**src/rtl/ysyx_24110015_pkg.sv**
```systemverilog
// ysyx_24110015_pkg: shared types and constants for the memory-access scheduler
package ysyx_24110015_pkg;

    typedef enum logic [1:0] {
        IDLE,
        ISSUE,
        WAIT
    } sched_state_t;

    typedef enum logic {
        OWN_IFU,
        OWN_LSU
    } owner_t;

    localparam logic [2:0] SIZE_WORD = 3'b010;

endpackage

```
**src/rtl/ysyx_24110015_sched_arb.sv**
```systemverilog
// ysyx_24110015_sched_arb: LSU-priority grant logic with optional IFU aging (macro YSYX_24110015_SCHED_AGING_EN)
module ysyx_24110015_sched_arb #(
    parameter int STARVE_LIMIT = 4
) (
    input  logic clock,
    input  logic reset,
    input  logic idle,
    input  logic ifu_valid,
    input  logic lsu_valid,
    output logic grant_ifu,
    output logic grant_lsu
);

`ifdef YSYX_24110015_SCHED_AGING_EN
    logic [2:0] age;
    logic       force_ifu;

    assign force_ifu = ifu_valid && (age >= 3'(STARVE_LIMIT));
    assign grant_lsu = idle && lsu_valid && !force_ifu;
    assign grant_ifu = idle && ifu_valid && !grant_lsu;

    // count LSU grants that made a waiting IFU stand aside; saturate at 7
    always_ff @(posedge clock) begin
        if (reset)
            age <= '0;
        else if (grant_ifu)
            age <= '0;
        else if (grant_lsu && ifu_valid && age != 3'd7)
            age <= age + 3'd1;
    end
`else
    localparam int unused_starve_limit = STARVE_LIMIT;

    logic unused_clk_rst;
    assign unused_clk_rst = clock ^ reset;

    assign grant_lsu = idle && lsu_valid;
    assign grant_ifu = idle && ifu_valid && !lsu_valid;
`endif

endmodule

```
**src/rtl/ysyx_24110015_mem_sched.sv**
```systemverilog
// ysyx_24110015_mem_sched: single-outstanding IFU/LSU memory scheduler (optional aging via YSYX_24110015_SCHED_AGING_EN)
module ysyx_24110015_mem_sched
    import ysyx_24110015_pkg::*;
#(
    parameter int ADDR_W       = 32,
    parameter int DATA_W       = 32,
    parameter int STARVE_LIMIT = 4
) (
    input  logic                clock,
    input  logic                reset,
    input  logic                ifu_req_valid,
    output logic                ifu_req_ready,
    input  logic [ADDR_W-1:0]   ifu_req_addr,
    output logic                ifu_resp_valid,
    output logic [DATA_W-1:0]   ifu_resp_data,
    output logic                ifu_resp_err,
    input  logic                lsu_req_valid,
    output logic                lsu_req_ready,
    input  logic                lsu_req_we,
    input  logic [ADDR_W-1:0]   lsu_req_addr,
    input  logic [DATA_W-1:0]   lsu_req_wdata,
    input  logic [DATA_W/8-1:0] lsu_req_wstrb,
    input  logic [2:0]          lsu_req_size,
    output logic                lsu_resp_valid,
    output logic [DATA_W-1:0]   lsu_resp_data,
    output logic                lsu_resp_err,
    output logic                mem_req_valid,
    input  logic                mem_req_ready,
    output logic                mem_req_we,
    output logic [ADDR_W-1:0]   mem_req_addr,
    output logic [DATA_W-1:0]   mem_req_wdata,
    output logic [DATA_W/8-1:0] mem_req_wstrb,
    output logic [2:0]          mem_req_size,
    input  logic                mem_resp_valid,
    input  logic [DATA_W-1:0]   mem_resp_data,
    input  logic                mem_resp_err
);

    sched_state_t state;
    owner_t       owner;
    logic         grant_ifu;
    logic         grant_lsu;
    logic         resp_hit;

    ysyx_24110015_sched_arb #(
        .STARVE_LIMIT(STARVE_LIMIT)
    ) u_arb (
        .clock    (clock),
        .reset    (reset),
        .idle     (state == IDLE),
        .ifu_valid(ifu_req_valid),
        .lsu_valid(lsu_req_valid),
        .grant_ifu(grant_ifu),
        .grant_lsu(grant_lsu)
    );

    assign ifu_req_ready = grant_ifu;
    assign lsu_req_ready = grant_lsu;

    // responses are routed straight through to whoever owns the transaction
    assign resp_hit       = (state == WAIT) && mem_resp_valid;
    assign ifu_resp_valid = resp_hit && owner == OWN_IFU;
    assign ifu_resp_data  = ifu_resp_valid ? mem_resp_data : '0;
    assign ifu_resp_err   = ifu_resp_valid && mem_resp_err;
    assign lsu_resp_valid = resp_hit && owner == OWN_LSU;
    assign lsu_resp_data  = (lsu_resp_valid && !mem_req_we) ? mem_resp_data : '0;
    assign lsu_resp_err   = lsu_resp_valid && mem_resp_err;

    // scheduler FSM: latch the winner, hold it on the bus until accepted, then await the response
    always_ff @(posedge clock) begin
        if (reset) begin
            state         <= IDLE;
            owner         <= OWN_IFU;
            mem_req_valid <= 1'b0;
            mem_req_we    <= 1'b0;
            mem_req_addr  <= '0;
            mem_req_wdata <= '0;
            mem_req_wstrb <= '0;
            mem_req_size  <= '0;
        end else begin
            case (state)
                IDLE: begin
                    if (grant_lsu) begin
                        state         <= ISSUE;
                        owner         <= OWN_LSU;
                        mem_req_valid <= 1'b1;
                        mem_req_we    <= lsu_req_we;
                        mem_req_addr  <= lsu_req_addr;
                        mem_req_wdata <= lsu_req_wdata;
                        mem_req_wstrb <= lsu_req_wstrb;
                        mem_req_size  <= lsu_req_size;
                    end else if (grant_ifu) begin
                        state         <= ISSUE;
                        owner         <= OWN_IFU;
                        mem_req_valid <= 1'b1;
                        mem_req_we    <= 1'b0;
                        mem_req_addr  <= ifu_req_addr;
                        mem_req_wdata <= '0;
                        mem_req_wstrb <= '0;
                        mem_req_size  <= SIZE_WORD;
                    end
                end
                ISSUE: begin
                    if (mem_req_ready) begin
                        state         <= WAIT;
                        mem_req_valid <= 1'b0;
                    end
                end
                WAIT: begin
                    if (mem_resp_valid)
                        state <= IDLE;
                end
                default: state <= IDLE;
            endcase
        end
    end

    // a response is only legal while a transaction is waiting for one
    assert property (@(posedge clock) disable iff (reset) mem_resp_valid |-> state == WAIT)
        else $error("mem_sched: unexpected mem_resp_valid outside WAIT");

endmodule
```
**config.mk**
```make
export PLATFORM = sky130hd
export DESIGN_NAME = ysyx_24110015_mem_sched
export DESIGN_NICKNAME = d
export VERILOG_FILES = /design/src/rtl/ysyx_24110015_pkg.sv /design/src/rtl/ysyx_24110015_sched_arb.sv /design/src/rtl/ysyx_24110015_mem_sched.sv
export SDC_FILE = /design/constraint.sdc
export NUM_CORES = 1
export LEC_CHECK = 0
export ABC_AREA = 0
export CAP_MARGIN = 40
export CORE_ASPECT_RATIO = 1.4
export CORE_UTILIZATION = 31
export CTS_CLUSTER_DIAMETER = 50
export DETAILED_ROUTE_END_ITERATION = 6
export PLACE_DENSITY = 0.85
export SLEW_MARGIN = 20
export SYNTH_ARGS = -nofsm -noshare
export SYNTH_HDL_FRONTEND = slang
export SYNTH_SLANG_ARGS = --single-unit
```
**constraint.sdc**
```tcl
create_clock -name clock -period 1.35 [get_ports clock]
set_clock_uncertainty 0.15 [all_clocks]
set_input_delay 0.27 -clock clock [delete_from_list [all_inputs] [get_ports clock]]
set_output_delay 0.27 -clock clock [all_outputs]
set_load 0.05 [all_outputs]
```
==> results of run 1 <==
[registers in the layout (all words and copies together) (netlist names)]
register,flops
mem_req_addr,32
mem_req_wdata,32
mem_req_wstrb,4
mem_req_size,3
state,2
mem_req_valid,1
mem_req_we,1
owner,1
[worst min-delay path: cells and delay by family]
family	cells	cell delay [ns]
buffers and inverters	2	0.31
AO/OA/AOI/OAI	1	0.04
[kinds of logic after synthesis]
logic type / count (synthesis)
buffers and inverters: 42
and+or+nand+nor: 125
DFF: 76
muxes: 32
AOI/OAI and AO/OA: 146
[through the flow]
step | utilization [%] | setup TNS [ns] | total power, mW | setup slack (ns)
after floorplan | - | -26.82 | 4.21 | -0.531
after global placement | 71.4 | -88.34 | 5.79 | -0.813
after detailed placement | 71.6 | -85.29 | 5.90 | -0.774
after CTS | 81.9 | -67.32 | 8.73 | -0.739
after global routing | 86.4 | -82.40 | 9.35 | -0.824
final | 86.5 | -77.08 | 9.09 | -0.782
[power breakdown]
part	switching [mW]	leakage, nW	internal (mW)
sequential	0.281	0.637	2.47
clock	0.964	0.131	1.28
combinational	2.00	3.34	2.10
total	3.24	4.11	5.85
[final cells by class]
class / instances / area [µm²]
Tap cell: 147 / 184
Fill cell: 533 / 1620
Timing Repair Buffer: 354 / 5410
Clock buffer: 11 / 243
Sequential cell: 76 / 1560
Antenna cell: 8 / 20.0
Clock inverter: 4 / 26.3
Multi-Input combinational cell: 303 / 2940
[cells in the final DEF, fill, tap and decap left out, types with 2 or more instances in the layout]
cell | Yosys | layout
a211oi_4 | 0 | 2
buf_4 | 6 | 12
buf_6 | 15 | 18
o21ai_2 | 0 | 12
and2_2 | 1 | 2
a211oi_2 | 28 | 30
o21ai_1 | 39 | 22
nand2_2 | 0 | 5
dfxtp_1 | 76 | 47
and2_4 | 0 | 64
clkinv_2 | 0 | 2
a21oi_4 | 0 | 15
a21oi_1 | 65 | 7
nand2_4 | 0 | 32
nor2_4 | 3 | 3
nor3b_4 | 1 | 2
buf_8 | 0 | 6
mux2i_1 | 32 | 32
a21oi_2 | 10 | 53
nor3_2 | 0 | 2
buf_16 | 0 | 6
nor2_1 | 2 | 2
clkbuf_16 | 0 | 15
diode_2 | 0 | 8
nand2_1 | 42 | 5
clkdlybuf4s50_1 | 0 | 139
buf_12 | 0 | 165
dfxtp_2 | 0 | 29
o21ai_4 | 0 | 5
[layer usage]
layer | wire, µm | track usage (%) | share of wire (%)
met2 | 11800 | 56.1 | 52
met5 | 0 | 0 | 0
met4 | 1360 | 19.0 | 6.0
met1 | 7300 | 30.0 | 32
met3 | 2110 | 11.0 | 9.3
[timing repair]
action / 4_1_cts / 5_1_grt
pin swaps: 53 / 87
hold buffers: 0 / 0
setup buffers: 26 / 17
gates resized for setup: 110 / 140
cloned: 12 / 8
hold endpoints to repair: 0 / 0
setup endpoints to repair: 146 / 165
[worst min-delay path by stage]
| stage | to | start | cells past startpoint | slack (ns) |
|---|---|---|---|---|
| 2_1_floorplan | mem_req_size[0] | lsu_req_size[0] | 2 | 0.26 |
| 3_3_place_gp | mem_req_valid | mem_req_valid | 2 | 0.34 |
| 3_5_place_dp | mem_req_valid | mem_req_valid | 2 | 0.35 |
| 4_1_cts | mem_req_addr[27] | reset | 3 | 0.20 |
| 5_1_grt | mem_req_addr[29] | reset | 3 | 0.20 |
| 6_report | mem_req_addr[29] | reset | 3 | 0.20 |
==> results_dict.tcl, run 1 <==
set metrics [dict create \
    status "complete, but fails checks" \
    violations "setup timing" \
    p_leak_nw 4.11 \
    wl_per_cell_um 25.0 \
    clock_latency_ns 0.34 \
    syn_area_per_cell_um2 9.18 \
    yosys-mux-area-fraction_pct 8.29 \
    viasPerCell 5.36 \
    path_cells "and4b_4 > nor2b_4 > buf_12 > and2_2 > buf_12" \
    synth_top_family_by_area "compound AO/OA/AOI/OAI gates" \
    crit_start "state[0]" \
    arrival_ns 1.71 \
    synthArstFlopShare_pct 0 \
    drv_cap 0 \
    dp.final_hpwl_mm 13.2 \
    fmax_mhz 469 \
    ys.flop_type "dfxtp_1" \
    cp_slowest_cell "dfxtp_2" \
    rsz0062_at_grt "true" \
    reg2reg_to "mem_req_wdata[22]" \
    worst_path_largest_cell_delay_ns 0.34 \
    critPathLaunchType "register" \
    synth-simple-area-share_pct 18.8 \
    period_minus_slack_ns 2.13 \
    grt_pass1_wl_mm 29.6 \
    synth_top_cell_area_share_pct 39.4 \
    num_vias 4840 \
    crit_buf_inv 2 \
    drv_slew 0 \
    regToRegSetupSlack_ns -0.59 \
    yosysSeqAreaShare_pct 39.4 \
    cp_top_family "simple AND/OR/NAND/NOR gates" \
    die_x_um 96.4 \
    synth_xor_area_share_pct 0 \
    cp-end-kind "primary output" \
    core-area_mm2 0.0120 \
    yosys.area_share.adder_pct 0 \
    synth_top_cell_by_area "dfxtp_1" \
    cp.depth 5 \
    port_buffers 285 \
    r2r_cells 6 \
    die_h_um 134 \
    numCtsBuffers 9 \
    finalHoldViolations 0 \
    synth_area_leaders "dfxtp_1 (39%), and2_1 (11%), a211oi_2 (9.1%)" \
    yosysMostFrequentCell "dfxtp_1" \
    slew_headroom_pct 60.6 \
    crit_path_end "lsu_resp_data[31]" \
    hold_path.class "input port to register" \
    wl_mm 22.6 \
    drc 0 \
    dp.cells 836 \
    synthCells 421 \
    clkSlewWorstSetupHoldPaths_ns 0.05 \
    fin_ws_ns -0.782 \
    postRouteAntennaNets 0 \
    crit_type "register to primary output" \
    synth_compound_area_share_pct 25.6 \
    syn-cell-area_mm2 0.00386 \
    row_count 47 \
    grt_remaining_overflow 0 \
    tightest_slew_ns 0.588 \
    nets 887 \
    gp_congestion 0.850 \
    pin_count 286 \
    crit_top_cell "buf_12" \
    clockBufferDepth 2 \
    final_area_mm2 0.0104 \
    grt_max_degree 40 \
    post_dp_cell_area_mm2 0.00859 \
    initial_utilization_pct 32.2 \
    synth-seq-cells 76 \
    track_usage_pct 31.4 \
    firstDrtPassIters 4 \
    grt_pass1_vias 5148 \
    stdcell_count 903 \
    h-tree-depth 3 \
    fin_crit_sh_pct 158 \
    drive_gt1_share_pct 65.5 \
    yosysWarnings 0 \
    synth_cell_types 28 \
    yosys-top-cells-count "dfxtp_1 (76), a21oi_1 (65), and2_1 (65)" \
    postSynthNetCount 564 \
    setup_viol 152 \
    whs_ns 0.204 \
    cts_tree "built" \
    cp_max_fo 32 \
    syn2layout_area_growth_pct 169 \
    power.density_mw_per_mm2 876 \
    synth_edf_count 0 \
    die_area_mm2 0.0129 \
    required_ns 0.93 \
    first_iter_violations 181 \
    peakVddDrop_mv 0.818 \
    cts.sinks 76 \
    antenna_found_initial 8 \
    clockRootBuffer "clkbuf_16" \
    worstReg2RegStart "state[0]" \
]
(Power assumes the default switching activity.)
==> run 2: changes to the inputs <==
Settings changed: CAP_MARGIN 40 to 20.
==> results_dict.tcl, run 2 (synthesis results as in run 1) <==
set metrics [dict create \
    critPathLaunchType "register" \
    crit_buf_inv 2 \
    stdcell_count 894 \
    grt_remaining_overflow 0 \
    reg2reg_to "mem_req_wdata[24]" \
    track_usage_pct 28.5 \
    hold_path_depth 3 \
    power.density_mw_per_mm2 895 \
    rsz0062_at_grt "true" \
    clkSlewWorstSetupHoldPaths_ns 0.06 \
    grt_max_degree 40 \
    die_x_um 96.4 \
    worst_path_largest_cell_delay_ns 0.34 \
    worstReg2RegStart "state[1]" \
    hold_path.class "input port to register" \
    die_h_um 134 \
    postRouteAntennaNets 0 \
    cts_tree "built" \
    cts.sinks 76 \
    post_dp_cell_area_mm2 0.00856 \
    cp-end-kind "primary output" \
    path_cells "and4b_4 > nor2b_4 > buf_12 > and2_2 > buf_12" \
    drive_gt1_share_pct 64.0 \
    top_regs "mem_req_addr: 32 flops, mem_req_wdata: 32 flops, mem_req_wstrb: 4 flops" \
    r2r_cells 9 \
    grt_pass1_vias 4849 \
    fin_crit_sh_pct 157 \
    num-fill-cells 562 \
    port_buffers 285 \
    row_count 47 \
    wl_mm 21.1 \
    viasPerCell 5.24 \
    p_leak_nw 4.06 \
    cp_top_family "simple AND/OR/NAND/NOR gates" \
    grt_pass1_wl_mm 27.2 \
    fin_ws_ns -0.766 \
    dp.cells 835 \
    multi_input_area_mm2 0.00294 \
    status "complete, but fails checks" \
    drc 0 \
    required_ns 0.93 \
    clock_latency_ns 0.33 \
    clockRootBuffer "clkbuf_16" \
    final_common_cell "buf_12" \
    wl_per_cell_um 23.6 \
    min_from "reset" \
    clockBufferDepth 2 \
    first_iter_violations 168 \
    period_minus_slack_ns 2.12 \
    tightest_slew_ns 0.538 \
    num_vias 4682 \
    dp.final_hpwl_mm 13.2 \
    preCtsSetupSlack_ns -0.908 \
    finalHoldViolations 0 \
    antenna_found_initial 9 \
    pin_count 286 \
    final_cell_mix "buf_12 (161), clkdlybuf4s50_1 (139), and2_4 (64), a21oi_2 (54), dfxtp_1 (51)" \
    gp_congestion 0.850 \
    setup_viol 149 \
    regToRegSetupSlack_ns -0.47 \
    postCtsHoldBufs 0 \
    peakVddDrop_mv 0.739 \
    cp_max_fo 32 \
    die_area_mm2 0.0129 \
    slew_headroom_pct 64.1 \
    p_total_mw 9.17 \
    crit_top_cell "buf_12" \
    initial_utilization_pct 32.2 \
    holdPathEnd "mem_req_addr[14]" \
    setup_tns_ns -72.79 \
    drv_cap 0 \
    firstDrtPassIters 4 \
    final-seq-area_mm2 0.00156 \
    arrival_ns 1.70 \
    cp_slowest_cell "and4b_4" \
    core-area_mm2 0.0120 \
    h-tree-depth 3 \
    nets 880 \
    fmax_mhz 472 \
    syn2layout_area_growth_pct 165 \
    crit_type "register to primary output" \
    violations "setup timing" \
    final_area_mm2 0.0103 \
    numCtsBuffers 9 \
    drv_slew 0 \
]
==> run 2: cell types whose count changed in the layout (fill, tap and decap cells not counted), sizes merged <==
cell	change
buf	-8
nor2	+1
clkbuf	+1
diode	-2
clkinv	-2
bufinv	+1
==> run 2: tightest hold or removal path: stages <==
cell and delay [ns]:
buf_4 0.12, buf_12 0.19, a211oi_2 0.06
==> run 2: power by group <==
group          total (mW)  switching [mW]  internal [mW]
logic                3.95            1.92           2.04
registers            2.75           0.278           2.47
clock network        2.47           0.947           1.53
total                9.17            3.14           6.03
==> run 2: how the worst max path moves through the flow <==
stage,startpoint,to,depth (start not counted)
CTS,state[0],lsu_resp_data[31],5
global placement,ifu_req_valid,mem_req_addr[0],4
finish,state[0],lsu_resp_data[31],5
global route,state[0],lsu_resp_data[31],5
detailed placement,ifu_req_valid,mem_req_addr[0],4
floorplan,state[0],lsu_resp_data[10],5
==> run 2: metal layers <==
metal / part of all wire, % / vias up / GRT usage [%]
li1: - / 2110 / -
met1: 31 / 2233 / 27.8
met2: 53 / 261 / 51.1
met3: 9.8 / 74 / 10.9
met4: 5.3 / 4 / 14.1
met5: 0.13 / - / 0
==> run 2: timing repair <==
action	in CTS	in global routing
setup endpoints to repair	147	148
pin swaps	10	101
resized for setup	43	175
setup buffers	14	17
cloned	7	7
==> run 2: metrics by stage <==
stage          hold slack, ns  utilization, %
4_1_cts                 0.193            77.5
2_1_floorplan           0.256               -
6_report                0.207            85.5
3_3_place_gp            0.337            71.4
3_5_place_dp            0.350            71.4
5_1_grt                 0.215            85.4
==> run 2: area by class of cell <==
type | count | area share [%]
multi-input combinational | 304 | 28.7
sequential | 76 | 15.2
clock inverter | 3 | 0.451
clock buffer | 12 | 2.50
timing repair buffer | 346 | 51.3
antenna | 6 | 0.146
tap | 147 | 1.79
==> run 3: changes to the inputs <==
Settings changed: CORE_MARGIN set to 1.5.
==> results_dict.tcl, run 3 (synthesis results as in run 1) <==
set metrics [dict create \
    drv_cap 0 \
    r2r_cells 9 \
    arrival_ns 1.66 \
    hold_path.class "input port to register" \
    fmax_mhz 480 \
    initial_utilization_pct 31.5 \
    p_int_mw 6.05 \
    period_minus_slack_ns 2.08 \
    cts.sinks 76 \
    p_leak_nw 3.92 \
    num_vias 4612 \
    top_regs "mem_req_addr: 32 flops, mem_req_wdata: 32 flops, mem_req_wstrb: 4 flops" \
    worstReg2RegStart "state[1]" \
    hold_path_depth 2 \
    clockBufferDepth 2 \
    die_x_um 97.4 \
    clockRootBuffer "clkbuf_16" \
    row_count 48 \
    pwr-share-clk_pct 28.6 \
    peakVddDrop_mv 0.874 \
    grt_remaining_overflow 0 \
    fin_ws_ns -0.733 \
    viasPerCell 5.15 \
    final_area_mm2 0.00989 \
    swShare_pct 33.4 \
    crit_type "register to primary output" \
    fin_crit_sh_pct 154 \
    post_dp_cell_area_mm2 0.00869 \
    postRouteAntennaNets 0 \
    required_ns 0.93 \
    critPathLaunchType "register" \
    nets 882 \
    finalHoldViolations 0 \
    tightest_slew_ns 0.296 \
    setup_viol 146 \
    first_iter_violations 136 \
    clock_latency_ns 0.34 \
    clkSlewWorstSetupHoldPaths_ns 0.06 \
    grt_pass1_wl_mm 27.7 \
    num-fill-cells 650 \
    cp_max_fo 8 \
    drc 0 \
    rsz0062_at_grt "true" \
    port_buffers 285 \
    grt_pass1_vias 4923 \
    drv_slew 0 \
    regToRegSetupSlack_ns -0.45 \
    drive_gt1_share_pct 58.1 \
    track_usage_pct 27.8 \
    power.density_mw_per_mm2 919 \
    die_area_mm2 0.0132 \
    die_h_um 135 \
    holdPathEnd "mem_req_addr[31]" \
    antenna_found_initial 7 \
    reg2reg_to "mem_req_size[0]" \
    syn2layout_area_growth_pct 156 \
    grt_max_degree 40 \
    min_from "reset" \
    final_common_cell "buf_12" \
    cts_tree "built" \
    switchingPower_mw 3.04 \
    status "complete, but fails checks" \
    power.share.combinational_pct 41.7 \
    whs_ns 0.114 \
    power_frac_seq_pct 29.7 \
    slew_headroom_pct 79.7 \
    final_cell_mix "buf_12 (162), clkdlybuf4s50_1 (139), and2_4 (66), dfxtp_1 (63), a21oi_2 (57)" \
    wl_per_cell_um 21.4 \
    pin_count 286 \
    core-area_mm2 0.0123 \
    numCtsBuffers 9 \
    violations "setup timing" \
    stdcell_count 895 \
    gp_congestion 0.862 \
    dp.cells 848 \
    wl_mm 19.2 \
    cp-end-kind "primary output" \
    h-tree-depth 3 \
    dp.final_hpwl_mm 13.5 \
    firstDrtPassIters 4 \
]
-- run 3: changes by cell type in the layout (fill, tap and decap cells not counted), moves of 12 or more --
cell,before,now
a21oi_1,2,17
a21oi_4,19,1
dfxtp_1,51,63
dfxtp_2,24,12
nand2_1,3,22
nand2_4,32,13
-- run 3: cell type report --
type                            count  area (µm²)  area share [%]
Timing Repair Buffer              349        5250            53.1
Clock buffer                        9         225            2.28
Tap cell                          150         188            1.90
Multi-Input combinational cell    303        2590            26.2
Antenna cell                        2        5.00          0.0506
Sequential cell                    76        1540            15.6
Clock inverter                      6        90.1           0.911
-- run 3: how the worst max path moves through the flow --
stage,slack [ns],cells after the start,from,to
5_1_grt,-0.78,5,state[0],lsu_resp_data[27]
3_3_place_gp,-0.73,6,mem_resp_valid,lsu_resp_data[0]
6_report,-0.73,5,state[0],lsu_resp_data[27]
3_5_place_dp,-0.76,6,mem_resp_valid,lsu_resp_data[0]
2_1_floorplan,-0.53,5,state[0],lsu_resp_data[10]
4_1_cts,-0.75,6,state[0],lsu_resp_data[29]
-- run 3: power groups by stage --
stage	Combinational (mW)	Clock, mW	Sequential (mW)
4_1_cts	3.66	2.61	2.69
3_3_place_gp	3.14	0	2.71
3_5_place_dp	3.21	0	2.73
2_1_floorplan	0.925	0	3.29
5_1_grt	3.92	2.70	2.72
6_report	3.79	2.60	2.70
-- run 3: critical path, cell delays in order (launching register included) --
cell and delay [ns]:
dfxtp_2 0.32, and4b_4 0.32, nor2b_4 0.21, buf_6 0.17, and2_4 0.16, buf_12 0.13
-- run 3: layer usage --
| layer | part of all wire [%] | routed length [µm] | GRT usage [%] |
|---|---|---|---|
| met3 | 7.2 | 1390 | 8.23 |
| met2 | 53 | 10200 | 50.7 |
| met4 | 4.8 | 923 | 15.2 |
| met5 | 0.37 | 70 | 0 |
| met1 | 34 | 6590 | 28.4 |
-- run 3: timing repair --
item	in CTS	in global routing
pin swaps	35	16
hold buffers	0	0
gates cloned	10	3
buffers inserted	16	7
setup endpoints to repair	146	153
resized for setup	89	52
-- run 3: per-stage QoR --
stage	TNS, ns	utilization, %	setup WS [ns]	total power [mW]
3_5_place_dp	-75.59	70.9	-0.762	5.94
6_report	-74.23	80.7	-0.733	9.09
4_1_cts	-76.06	79.2	-0.752	8.96
2_1_floorplan	-26.82	-	-0.531	4.21
3_3_place_gp	-72.12	70.9	-0.726	5.85
5_1_grt	-81.67	80.7	-0.783	9.35
